==> src/rtl/rv2t_mm_reg_fifo.sv <==
// rv2t_mm_reg_fifo: RV2T memory-mapped registers for UART TX, machine timer and GPIO output.
// Define RV2T_MM_REG_TX_FIFO_EN to buffer UART writes in a TX FIFO drained by a small FSM.

`ifndef XLEN
`define XLEN 32
`endif
`ifndef MM_REG_ADDR_BITS
`define MM_REG_ADDR_BITS 8
`endif
`ifndef UART_TX_ADDR
`define UART_TX_ADDR 8'h04
`endif
`ifndef MTIMECMP_LOW_ADDR
`define MTIMECMP_LOW_ADDR 8'h02
`endif
`ifndef MTIMECMP_HIGH_ADDR
`define MTIMECMP_HIGH_ADDR 8'h03
`endif

module rv2t_mm_reg_fifo #(
    parameter int FIFO_DEPTH = 8,
    parameter int GPIO_WIDTH = 8,
    parameter logic [`MM_REG_ADDR_BITS-1:0] UART_STATUS_ADDR = `UART_TX_ADDR + 1'b1,
    parameter logic [`MM_REG_ADDR_BITS-1:0] GPIO_OUT_ADDR    = `UART_TX_ADDR + 2'd2
) (
    input  logic                         clk,
    input  logic                         reset_n,
    input  logic                         sync_reset,
    input  logic                         data_read_enable,
    input  logic                         data_write_enable,
    input  logic [`MM_REG_ADDR_BITS-1:0] data_rw_addr,
    input  logic [`XLEN-1:0]             data_write_word,
    output logic                         start_TX,
    output logic [7:0]                   tx_data,
    input  logic                         tx_active,
    output logic [GPIO_WIDTH-1:0]        gpio_out,
    output logic                         enable_out,
    output logic [`XLEN-1:0]             word_out,
    output logic                         timer_triggered,
    output logic                         tx_irq
);

    if (FIFO_DEPTH < 2 || FIFO_DEPTH > 256 || (FIFO_DEPTH & (FIFO_DEPTH - 1)) != 0 ||
        GPIO_WIDTH < 1 || GPIO_WIDTH > 32) begin : g_bad_params
        $error("rv2t_mm_reg_fifo: unsupported FIFO_DEPTH or GPIO_WIDTH");
    end

    logic                         wr_tx;
    logic                         wr_gpio;
    logic                         wr_cmp_low;
    logic                         wr_cmp_high;
    logic                         read_q;
    logic [`MM_REG_ADDR_BITS-1:0] addr_q;
    logic [`XLEN-1:0]             status_word;
    logic [`XLEN-1:0]             timer_word;
    logic [63:0]                  mtime;
    logic [63:0]                  mtimecmp;

    assign wr_tx       = data_write_enable && (data_rw_addr == `UART_TX_ADDR);
    assign wr_gpio     = data_write_enable && (data_rw_addr == GPIO_OUT_ADDR);
    assign wr_cmp_low  = data_write_enable && (data_rw_addr == `MTIMECMP_LOW_ADDR);
    assign wr_cmp_high = data_write_enable && (data_rw_addr == `MTIMECMP_HIGH_ADDR);

    // The read address is captured at the strobe; data is muxed from live contents next cycle.
    always_ff @(posedge clk or negedge reset_n) begin
        if (!reset_n) begin
            enable_out <= 1'b0;
            read_q     <= 1'b0;
            addr_q     <= '0;
        end else begin
            enable_out <= data_read_enable || data_write_enable;
            read_q     <= data_read_enable;
            if (data_read_enable) addr_q <= data_rw_addr;
        end
    end

    always_ff @(posedge clk or negedge reset_n) begin
        if (!reset_n)         gpio_out <= '0;
        else if (sync_reset)  gpio_out <= '0;
        else if (wr_gpio)     gpio_out <= data_write_word[GPIO_WIDTH-1:0];
    end

    // Machine timer: mtimecmp resets to all ones so the compare cannot hit before firmware sets it.
    always_ff @(posedge clk or negedge reset_n) begin
        if (!reset_n) begin
            mtime           <= '0;
            mtimecmp        <= '1;
            timer_triggered <= 1'b0;
        end else if (sync_reset) begin
            mtime           <= '0;
            mtimecmp        <= '1;
            timer_triggered <= 1'b0;
        end else begin
            mtime           <= mtime + 64'd1;
            timer_triggered <= (mtime >= mtimecmp);
            if (wr_cmp_low)  mtimecmp[31:0]  <= data_write_word;
            if (wr_cmp_high) mtimecmp[63:32] <= data_write_word;
        end
    end

    always_comb begin
        case (addr_q[1:0])
            2'd0:    timer_word = mtime[31:0];
            2'd1:    timer_word = mtime[63:32];
            2'd2:    timer_word = mtimecmp[31:0];
            default: timer_word = mtimecmp[63:32];
        endcase
    end

`ifdef RV2T_MM_REG_TX_FIFO_EN
    localparam int PW = $clog2(FIFO_DEPTH);
    localparam int CW = PW + 1;
    localparam logic [CW-1:0] DEPTH_C = CW'(FIFO_DEPTH);

    typedef enum logic [1:0] {IDLE, START, WAIT_ACT, WAIT_DONE} tx_state_t;

    tx_state_t     state;
    logic [7:0]    mem [FIFO_DEPTH];
    logic [PW-1:0] wr_ptr;
    logic [PW-1:0] rd_ptr;
    logic [CW-1:0] count;
    logic          overflow;
    logic          irq_en;
    logic          wr_stat;
    logic          full;
    logic          push;
    logic          pop;
    logic          flush;
    logic          busy;

    assign wr_stat = data_write_enable && (data_rw_addr == UART_STATUS_ADDR);
    assign full    = (count == DEPTH_C);
    assign push    = wr_tx && !full;
    assign pop     = (state == IDLE) && (count != '0) && !tx_active;
    assign flush   = wr_stat && data_write_word[0];
    assign busy    = (count != '0) || (state != IDLE) || tx_active;
    assign tx_irq  = (count == '0) && (state == IDLE) && irq_en;

    assign status_word = {busy, full, overflow, irq_en, {(`XLEN-13){1'b0}}, 9'(count)};

    always_ff @(posedge clk) begin
        if (push) mem[wr_ptr] <= data_write_word[7:0];
    end

    // Drain FSM plus FIFO bookkeeping; fullness is judged before any same-cycle pop.
    always_ff @(posedge clk or negedge reset_n) begin
        if (!reset_n) begin
            state    <= IDLE;
            start_TX <= 1'b0;
            tx_data  <= '0;
            wr_ptr   <= '0;
            rd_ptr   <= '0;
            count    <= '0;
            overflow <= 1'b0;
            irq_en   <= 1'b0;
        end else if (sync_reset) begin
            state    <= IDLE;
            start_TX <= 1'b0;
            tx_data  <= '0;
            wr_ptr   <= '0;
            rd_ptr   <= '0;
            count    <= '0;
            overflow <= 1'b0;
            irq_en   <= 1'b0;
        end else begin
            start_TX <= 1'b0;
            case (state)
                IDLE: if (pop) begin
                    state    <= START;
                    start_TX <= 1'b1;
                    tx_data  <= mem[rd_ptr];
                end
                START:     state <= WAIT_ACT;
                WAIT_ACT:  if (tx_active)  state <= WAIT_DONE;
                WAIT_DONE: if (!tx_active) state <= IDLE;
                default:   state <= IDLE;
            endcase

            if (flush) begin
                wr_ptr <= '0;
                rd_ptr <= '0;
                count  <= '0;
            end else begin
                if (push) wr_ptr <= wr_ptr + 1'b1;
                if (pop)  rd_ptr <= rd_ptr + 1'b1;
                case ({push, pop})
                    2'b10:   count <= count + 1'b1;
                    2'b01:   count <= count - 1'b1;
                    default: count <= count;
                endcase
            end

            if (wr_tx && full)                         overflow <= 1'b1;
            else if (wr_stat && data_write_word[29])   overflow <= 1'b0;
            if (wr_stat) irq_en <= data_write_word[28];
        end
    end
`else
    assign start_TX    = wr_tx;
    assign tx_data     = data_write_word[7:0];
    assign tx_irq      = 1'b0;
    assign status_word = {tx_active, {(`XLEN-1){1'b0}}};
`endif

    always_comb begin
        word_out = '0;
        if (read_q) begin
            if (addr_q == `UART_TX_ADDR || addr_q == UART_STATUS_ADDR) word_out = status_word;
            else if (addr_q == GPIO_OUT_ADDR) word_out[GPIO_WIDTH-1:0] = gpio_out;
            else word_out = timer_word;
        end
    end

endmodule

==> config.mk <==
export PLATFORM = sky130hd
export DESIGN_NAME = rv2t_mm_reg_fifo
export DESIGN_NICKNAME = d
export VERILOG_FILES = /design/src/rtl/rv2t_mm_reg_fifo.sv
export SDC_FILE = /design/constraint.sdc
export NUM_CORES = 1
export LEC_CHECK = 0
export ABC_AREA = 1
export CORE_ASPECT_RATIO = 0.5
export CORE_MARGIN = 5
export CORE_UTILIZATION = 45
export DETAILED_ROUTE_END_ITERATION = 16
export GPL_TIMING_DRIVEN = 0
export HOLD_SLACK_MARGIN = 0.06
export PLACE_DENSITY = 0.65
export RECOVER_POWER = 25
export SYNTH_ARGS = -nofsm -noshare
export SYNTH_HDL_FRONTEND = slang
export SYNTH_SLANG_ARGS = --single-unit
==> constraint.sdc <==
create_clock -name clk -period 2.9 [get_ports clk]
set_clock_uncertainty 0.2 [all_clocks]
set_input_delay 0.87 -clock clk [delete_from_list [all_inputs] [get_ports clk]]
set_output_delay 0.87 -clock clk [all_outputs]
set_load 0.05 [all_outputs]
==> results of run 1 <==
-- cell families after synthesis --
logic type                 synth area share
and+or+nand+nor                       0.277
AOI/OAI and AO/OA                     0.139
buffers and inverters                0.0957
DFF                                   0.382
adders and majority gates            0.0826
xor gates and xnor gates             0.0222
other                              0.000381
muxes                               0.00114
-- state kept, by name, indices dropped and copies added (netlist names) --
signal / flops
gpio_out: 8
mtime: 64
addr_q: 8
mtimecmp: 64
timer_triggered: 1
enable_out: 1
read_q: 1
-- cells in the final DEF, fill, tap and decap left out, drive strengths merged, types with 21 or more instances in the layout --
| master | count |
|---|---|
| a21oi | 120 |
| a221oi | 28 |
| buf | 108 |
| clkbuf | 44 |
| clkdlybuf4s50 | 45 |
| dfrtp | 83 |
| dfstp | 64 |
| ha | 65 |
| inv | 189 |
| nand2 | 221 |
| nand3 | 53 |
| nand4 | 25 |
| nor2 | 283 |
| nor3 | 41 |
| o21ai | 61 |
| o22ai | 22 |
| xor2 | 21 |
-- power by group --
group	leakage (nW)	internal, mW	switching, mW
clock network	0.309	1.57	0.982
logic	3.86	0.463	0.716
registers	1.81	2.19	0.0745
total	5.98	4.23	1.77
-- area by class of cell --
class	count	area (um^2)
multi-input combinational	965	5590
tap	300	375
timing repair buffer	138	1380
sequential	147	3760
clock inverter	12	203
fill	2029	8670
clock buffer	20	457
inverter	189	724
buffer	48	430
-- worst reg2reg max path, cell delays in order (launching register included) --
cell,delay (ps)
dfrtp_1,360
inv_2,40
buf_4,120
buf_4,120
buf_4,120
buf_4,120
buf_4,120
buf_4,120
buf_4,120
buf_4,120
buf_4,120
buf_4,120
buf_4,120
buf_4,120
buf_4,120
buf_4,120
buf_4,120
buf_4,120
buf_6,100
o21ai_2,100
-- metrics by stage --
step / cells / total power, mW / utilization / TNS [ps]
2_1_floorplan: 1349 / 2.83 / - / -312
3_3_place_gp: 1745 / 3.19 / 0.520 / -705820
3_5_place_dp: 1746 / 3.21 / 0.521 / -55920
4_1_cts: 1820 / 6.00 / 0.596 / -4080
5_1_grt: 1819 / 6.20 / 0.598 / -8600
6_report: 1819 / 6.00 / 0.598 / -6020
-- path summary, 6_finish.rpt --
path	slack [ps]	cells past startpoint	end	startpoint
hold reg to reg	310	2	mtimecmp[22]	mtimecmp[22]
setup reg to reg	120	19	addr_q[5]	addr_q[5]
setup / recovery	-220	8	word_out[31]	addr_q[6]
max in group asynchronous	880	2	mtimecmp[23]	reset_n
min in group asynchronous	510	1	gpio_out[4]	reset_n
hold / removal	310	2	mtimecmp[22]	mtimecmp[22]
-- metal layers --
metal	up-vias	wire [um]	GRT usage	share of wire
li1	4754	-	-	-
met1	4872	17900	0.459	0.47
met2	436	16000	0.451	0.42
met3	48	3330	0.0547	0.088
met4	0	655	0.0807	0.017
met5	-	0	0	0
-- what timing repair did --
action                                  CTS  global route
buffers inserted                         38             0
cloned                                    4             1
endpoints found under the setup margin   41            43
resized for setup                       417            13
pin swaps                                19             5
==> run_results.csv, run 1 <==
group,metric,value,unit
yosys,synth_area_leaders,"dfrtp_1, dfstp_2, nor2_1",
global_route,grt_antenna_before_repair,0,
floorplan,io_pins,98,
floorplan,rows,38,
setup_path,cp_num_buf_inv,4,
yosys,postSynthAreaPerCell,7.30,um^2
setup_path,cp_slowest_cell,"dfrtp_1",
floorplan,core_area,21600,um^2
detailed_routing,antenna_left,0,
power,vdd_drop_max,0.000335,V
timing,fmax,320,MHz
timing,worst_pin_slew,1420,ps
yosys,synthDistinctLibCells,43,
hold_path,holdCritPathClass,"flip-flop to flip-flop",
clock_tree,cts_buffer_depth,2,
placement,gp_congestion,0.967,
power,power_density,465,nW/um^2
placement,dpl-instance-area,11200,um^2
cells_and_area,drive_gt1_frac,0.209,
yosys,ys_seq_area_frac,0.382,
detailed_routing,wirelength,37900,um
yosys,ys_seq_elements,147,
timing,period_share,1.08,
detailed_routing,drc,0,
setup_path,critPathLaunchType,"flip-flop",
placement,io_buffers,96,
detailed_routing,dr.pass1.iters,5,
clock_tree,cts_tree,"yes",
timing,rsz0062_at_grt,"yes",
detailed_routing,viasPerCell,5.56,
setup_path,crit_required,1830,ps
clock_tree,numClockSinks,147,
global_route,grt_max_degree,97,
yosys,yosysMostFrequentCell,"nor2_1",
timing,finalHoldViolations,0,
outcome,violations,"setup timing",
detailed_routing,drtIter0Drc,923,
global_route,overflow,0,
timing,layout_min_cycle_time,3120,ps
placement,dp_hpwl,29100,um
setup_path,path_cells,"inv_1 -> nand4_1 -> nor3_4 -> inv_4 -> buf_12 -> o21ai_1 -> a21oi_1 -> buf_4",
global_route,grt_usage,0.305,
global_route,grt_pass1_wl,57500,um
yosys,syn_area,9840,um^2
floorplan,initial_core_util,0.456,
run,drv_cap,0,
yosys,yosys_most_used_dff,"dfrtp_1",
setup_path,worstSetupEndpointType,"output port",
power,leakagePower,5.98,nW
yosys,yosysTopAreaCell,"dfrtp_1",
yosys,yosysWarnings,0,
setup_path,crit_arrival,2050,ps
cells_and_area,final_area,12900,um^2
placement,post-place-ws,-1040,ps
clock_tree,clk_latency,460,ps
yosys,netlist.area_leader.share,0.211,
yosys,yosys-top-cells-count,"nor2_1, nand2_1, inv_1, a21oi_1, dfrtp_1",
timing,slew_headroom,0.0525,
clock_tree,cts_root_buf,"clkbuf_16",
floorplan,dieHeight,115,um
yosys,synth_cells,1349,
clock_tree,hold_buffers,0,
detailed_routing,wl_per_cell,20.8,um
outcome,status,"finished with violations",
floorplan,die_w,219,um
timing,finalHoldWorstSlack,306,ps
global_route,first_global_vias,9817,
detailed_routing,vias,10110,
cells_and_area,antenna_cells,0,
yosys,async_flop_share,1.00,
clock_tree,htree_levels,4,
timing,setup_violations,32,
setup_path,path_max_fanout,8,
setup_path,worstSetupPathType,"flip-flop to output port",
yosys,synth_edf_count,0,
yosys,syn-num-nets,1460,
floorplan,die_area,25100,um^2
setup_path,path_delay_family,"buffers and inverters",
timing,drv_slew,0,
setup_path,max_stage_delay,360,ps
cells_and_area,fin_nets,1617,
clock_tree,cts.clk_slew.worst_paths,60,ps
clock_tree,cts_made_buffers,17,
timing,fin_ws,-221,ps
cells_and_area,syn_to_final_growth,31.2,%
Note: power is estimated with default switching activity, not from simulation.
==> run 2, diff against run 1 <==
--- a/config.mk
+++ b/config.mk
@@ -10,6 +10,7 @@
 export CORE_MARGIN = 5
 export CORE_UTILIZATION = 45
 export DETAILED_ROUTE_END_ITERATION = 16
+export GPL_ROUTABILITY_DRIVEN = 0
 export GPL_TIMING_DRIVEN = 0
 export HOLD_SLACK_MARGIN = 0.06
 export PLACE_DENSITY = 0.65
==> run_results.csv, run 2 (same netlist as run 1, synthesis figures left out) <==
group,metric,value,unit
detailed_routing,vias,9925,
setup_path,worstSetupEndpointType,"output port",
setup_path,worstSetupPathType,"flip-flop to output port",
floorplan,io_pins,98,
global_route,grt_usage,0.276,
hold_path,holdCritPathClass,"flip-flop to flip-flop",
timing,fmax,325,MHz
timing,drv_slew,83,
global_route,grt_pass1_wl,53200,um
clock_tree,cts_root_buf,"clkbuf_16",
global_route,overflow,0,
cells_and_area,mostFrequentLayoutCells,"nor2_1, nand2_1, inv_1",
global_route,grt_max_degree,84,
floorplan,die_area,25100,um^2
clock_tree,htree_levels,4,
detailed_routing,dr.pass1.iters,5,
timing,setup_violations,32,
clock_tree,clk_latency,440,ps
cells_and_area,syn_to_final_growth,27.4,%
power,vdd_drop_max,0.000323,V
cells_and_area,fin_nets,1591,
clock_tree,cts_tree,"yes",
detailed_routing,viasPerCell,5.54,
clock_tree,cts_made_buffers,17,
clock_tree,numClockSinks,147,
floorplan,dieHeight,115,um
global_route,first_global_vias,9566,
clock_tree,cts.clk_slew.worst_paths,60,ps
setup_path,crit_required,1830,ps
power,power_density,452,nW/um^2
floorplan,rows,38,
floorplan,core_area,21600,um^2
setup_path,critPathLaunchType,"flip-flop",
power,leakagePower,5.83,nW
timing,finalHoldViolations,0,
timing,period_share,1.06,
timing,rsz0062_at_grt,"yes",
global_route,grt_antenna_before_repair,1,
floorplan,initial_core_util,0.456,
cells_and_area,nFillCells,2028,
run,drv_cap,1,
cells_and_area,reg.largest.list,"mtime (64), mtimecmp (64)",
timing,worst_pin_slew,2090,ps
cells_and_area,regArea,3760,um^2
timing,fin_ws,-177,ps
cells_and_area,final_area,12500,um^2
detailed_routing,wl_per_cell,19.0,um
placement,dp_hpwl,26700,um
detailed_routing,drc,0,
floorplan,die_w,219,um
detailed_routing,wirelength,34100,um
detailed_routing,antenna_left,0,
timing,finalHoldWorstSlack,301,ps
clock_tree,hold_buffers,0,
timing,slew_headroom,-0.394,
outcome,violations,"capacitance limit, slew limit, setup timing",
cells_and_area,drive_gt1_frac,0.196,
cells_and_area,layout_commonest_cell,"nor2_1",
cells_and_area,multiInputGateArea,5550,um^2
placement,dpl-instance-area,11200,um^2
placement,io_buffers,96,
detailed_routing,drtIter0Drc,993,
setup_path,crit_arrival,2010,ps
clock_tree,cts_buffer_depth,2,
timing,layout_min_cycle_time,3080,ps
setup_path,path_max_fanout,9,
outcome,status,"finished with violations",
cells_and_area,antenna_cells,0,
run 2: cell types whose count changed in the layout (fill, tap and decap cells not counted), sizes merged:
cell           change
buf               -26
inv                -2
dlygate4sd3        -1
clkinv             +4
clkbuf             +1
clkinvlp           -2
bufinv             -2
dlygate4sd2        -2
clkdlybuf4s15      +1
dlymetal6s2s       +3
run 2: repair_timing:
item	4_1_cts	5_1_grt
setup buffers	8	4
resized for setup	366	53
endpoints found under the setup margin	41	36
cloned	1	2
pin swaps	9	14
run 2: power breakdown:
part / total [mW] / internal (mW) / switching, mW
sequential: 2.27 / 2.20 / 0.0777
combinational: 1.09 / 0.401 / 0.684
clock: 2.31 / 1.41 / 0.892
total: 5.67 / 4.01 / 1.65
run 2: worst paths after layout:
| path | slack (ps) | to | depth (start not counted) | start |
|---|---|---|---|---|
| min in group asynchronous | 850 | gpio_out[7] | 1 | reset_n |
| min | 300 | mtimecmp[6] | 2 | mtimecmp[6] |
| max | -180 | word_out[26] | 8 | addr_q[0] |
| max in group asynchronous | 300 | addr_q[0] | 1 | reset_n |
| min reg2reg | 300 | mtimecmp[6] | 2 | mtimecmp[6] |
| max reg2reg | 520 | mtime[46] | 7 | mtime[39] |
run 2: layout make-up:
cell class,count,share of cell area
Multi-Input combinational cell,965,0.442
Sequential cell,147,0.300
Timing Repair Buffer,112,0.0923
Inverter,189,0.0576
Clock buffer,22,0.0378
Tap cell,300,0.0299
Buffer,48,0.0298
Clock inverter,10,0.0104
run 2: metrics by stage:
stage	util	std cells	setup slack, ps	total power, mW	setup TNS [ps]
after floorplan	-	1349	-99.8	2.83	-312
after global placement	0.520	1745	-5070	3.18	-673230
after detailed placement	0.521	1746	-967	3.21	-47630
after CTS	0.569	1787	-172	5.62	-3750
after global routing	0.581	1793	-250	5.88	-10550
final	0.581	1793	-177	5.67	-4530
run 2: per-layer routing:
metal	share of wire	wire, um	GRT usage
met1	0.45	15400	0.399
met2	0.42	14400	0.406
met3	0.10	3420	0.0700
met4	0.025	846	0.0844
met5	0	0	0
run 2: worst max-delay path: stages (launching register included):
cell,delay [ps]
dfrtp_2,440
inv_2,120
nand2_4,110
nor3_4,200
inv_4,130
nand2_8,150
clkbuf_16,190
nor2_2,50
buf_6,160
==> run 3, diff against run 2 <==
--- a/config.mk
+++ b/config.mk
@@ -8,12 +8,12 @@
 export ABC_AREA = 1
 export CORE_ASPECT_RATIO = 0.5
 export CORE_MARGIN = 5
-export CORE_UTILIZATION = 45
+export CORE_UTILIZATION = 58
 export DETAILED_ROUTE_END_ITERATION = 16
 export GPL_ROUTABILITY_DRIVEN = 0
 export GPL_TIMING_DRIVEN = 0
 export HOLD_SLACK_MARGIN = 0.06
-export PLACE_DENSITY = 0.65
+export PLACE_DENSITY = 0.81
 export RECOVER_POWER = 25
 export SYNTH_ARGS = -nofsm -noshare
 export SYNTH_HDL_FRONTEND = slang
==> run_results.csv, run 3 (same netlist as run 1, synthesis figures left out) <==
group,metric,value,unit
outcome,status,"finished with violations",
outcome,violations,"capacitance limit, slew limit, setup timing",
global_route,grt_max_degree,85,
timing,layout_min_cycle_time,3150,ps
cells_and_area,finalNonFillerCells,1729,
setup_path,critPathLaunchType,"flip-flop",
cells_and_area,mostFrequentLayoutCells,"nor2_1, nand2_1, inv_1",
global_route,grt_usage,0.358,
floorplan,die_area,19800,um^2
detailed_routing,dr.pass1.iters,6,
cells_and_area,final_core_util,0.762,
floorplan,initial_core_util,0.596,
cells_and_area,reg.largest.list,"mtime (64), mtimecmp (64)",
setup_path,worstSetupEndpointType,"output port",
placement,io_buffers,96,
setup_path,max_stage_delay,390,ps
placement,post-place-ws,-958,ps
floorplan,die_w,194,um
cells_and_area,layout_commonest_cell,"nor2_1",
timing,slew_headroom,-0.0886,
timing,fmax,318,MHz
timing,period_share,1.09,
placement,placedCellCount,1673,
setup_path,worstSetupPathType,"flip-flop to output port",
clock_tree,cts_root_buf,"clkbuf_16",
cells_and_area,fin_nets,1600,
setup_path,cp_slowest_cell,"dfrtp_1",
clock_tree,cts_made_buffers,17,
run,drv_cap,1,
placement,dp_hpwl,25700,um
global_route,grt_antenna_before_repair,0,
cells_and_area,antenna_cells,0,
setup_path,crit_arrival,2080,ps
setup_path,crit_required,1830,ps
clock_tree,htree_levels,4,
timing,fin_ws,-247,ps
power,p_sw_frac,0.298,
power,p_sw,1.74,mW
timing,finalHoldWorstSlack,301,ps
timing,worst_pin_slew,1630,ps
floorplan,dieHeight,102,um
power,power_frac_clock,0.414,
floorplan,io_pins,98,
detailed_routing,antenna_left,0,
clock_tree,cts_tree,"yes",
cells_and_area,syn_to_final_growth,27.9,%
detailed_routing,drc,0,
timing,finalSetupTns,-6840,ps
power,cellInternalPower,4.10,mW
detailed_routing,wirelength,35900,um
power,leakagePower,5.89,nW
setup_path,path_cells,"inv_2 -> nand4_1 -> buf_4 -> nor3_4 -> inv_4 -> nand2_8 -> clkbuf_16 -> nor2_1 -> buf_6",
floorplan,rows,33,
cells_and_area,final_area,12600,um^2
placement,dpl-instance-area,11200,um^2
power,vdd_drop_max,0.000419,V
global_route,overflow,0,
setup_path,path_max_fanout,9,
timing,rsz0062_at_grt,"yes",
detailed_routing,drtIter0Drc,1299,
clock_tree,numClockSinks,147,
detailed_routing,vias,10661,
detailed_routing,viasPerCell,6.17,
clock_tree,cts_buffer_depth,2,
global_route,grt_pass1_wl,55900,um
global_route,first_global_vias,10581,
floorplan,core_area,16500,um^2
power,seqPwrFrac,0.391,
clock_tree,hold_buffers,0,
power,p_comb_frac,0.195,
clock_tree,clk_latency,440,ps
detailed_routing,wl_per_cell,20.8,um
power,finalPower,5.84,mW
timing,finalHoldViolations,0,
timing,drv_slew,65,
power,power_density,464,nW/um^2
clock_tree,cts.clk_slew.worst_paths,70,ps
cells_and_area,drive_gt1_frac,0.200,
hold_path,holdCritPathClass,"flip-flop to flip-flop",
timing,setup_violations,33,
## run 3: changes by cell type in the layout (fill, tap and decap cells not counted), moves of 4 or more
cell / change
a221oi_1: -4
buf_4: +7
buf_8: -4
clkbuf_16: +4
clkbuf_8: -4
clkinv_2: -4
nor2_1: +4
nor2_4: -7
## run 3: power by group through the flow
stage          logic, mW  registers (mW)  clock network, mW
2_1_floorplan      0.552            2.27                  0
3_3_place_gp       0.874            2.29                  0
3_5_place_dp       0.909            2.29                  0
4_1_cts             1.08            2.27               2.40
5_1_grt             1.21            2.29               2.50
6_report            1.14            2.28               2.42
## run 3: worst paths after layout
check	endpoint	startpoint	slack, ps	cells after the start
hold reg to reg	mtimecmp[23]	mtimecmp[23]	300	2
max in group asynchronous	mtime[55]	reset_n	380	2
setup reg to reg	mtime[46]	mtime[39]	370	7
min in group asynchronous	gpio_out[7]	reset_n	620	1
setup / recovery	word_out[23]	addr_q[7]	-250	9
hold / removal	mtimecmp[23]	mtimecmp[23]	300	2
## run 3: layout make-up
class | count | area (um^2)
timing repair buffer | 121 | 1230
sequential | 147 | 3760
inverter | 189 | 724
buffer | 48 | 414
clock buffer | 21 | 450
clock inverter | 11 | 176
multi-input combinational | 965 | 5540
tap | 227 | 284
fill | 1183 | 3930
## run 3: metal layers
metal,up-vias,global-route usage,part of all wire
met5,-,0,0
met2,816,0.557,0.43
met4,0,0.163,0.044
met1,4952,0.460,0.39
li1,4705,-,-
met3,188,0.122,0.14
## run 3: timing repair
action / CTS / global route
pin swaps: 10 / 12
setup endpoints to repair: 41 / 44
gates resized for setup: 392 / 20
cloned: 1 / 3
setup buffers: 15 / 5
## run 3: worst max-delay path: cells and delay by family (launching register included)
| family | cells | cell delay [ps] |
|---|---|---|
| buf+inv | 5 | 700 |
| simple gates | 4 | 530 |
| flops | 1 | 390 |
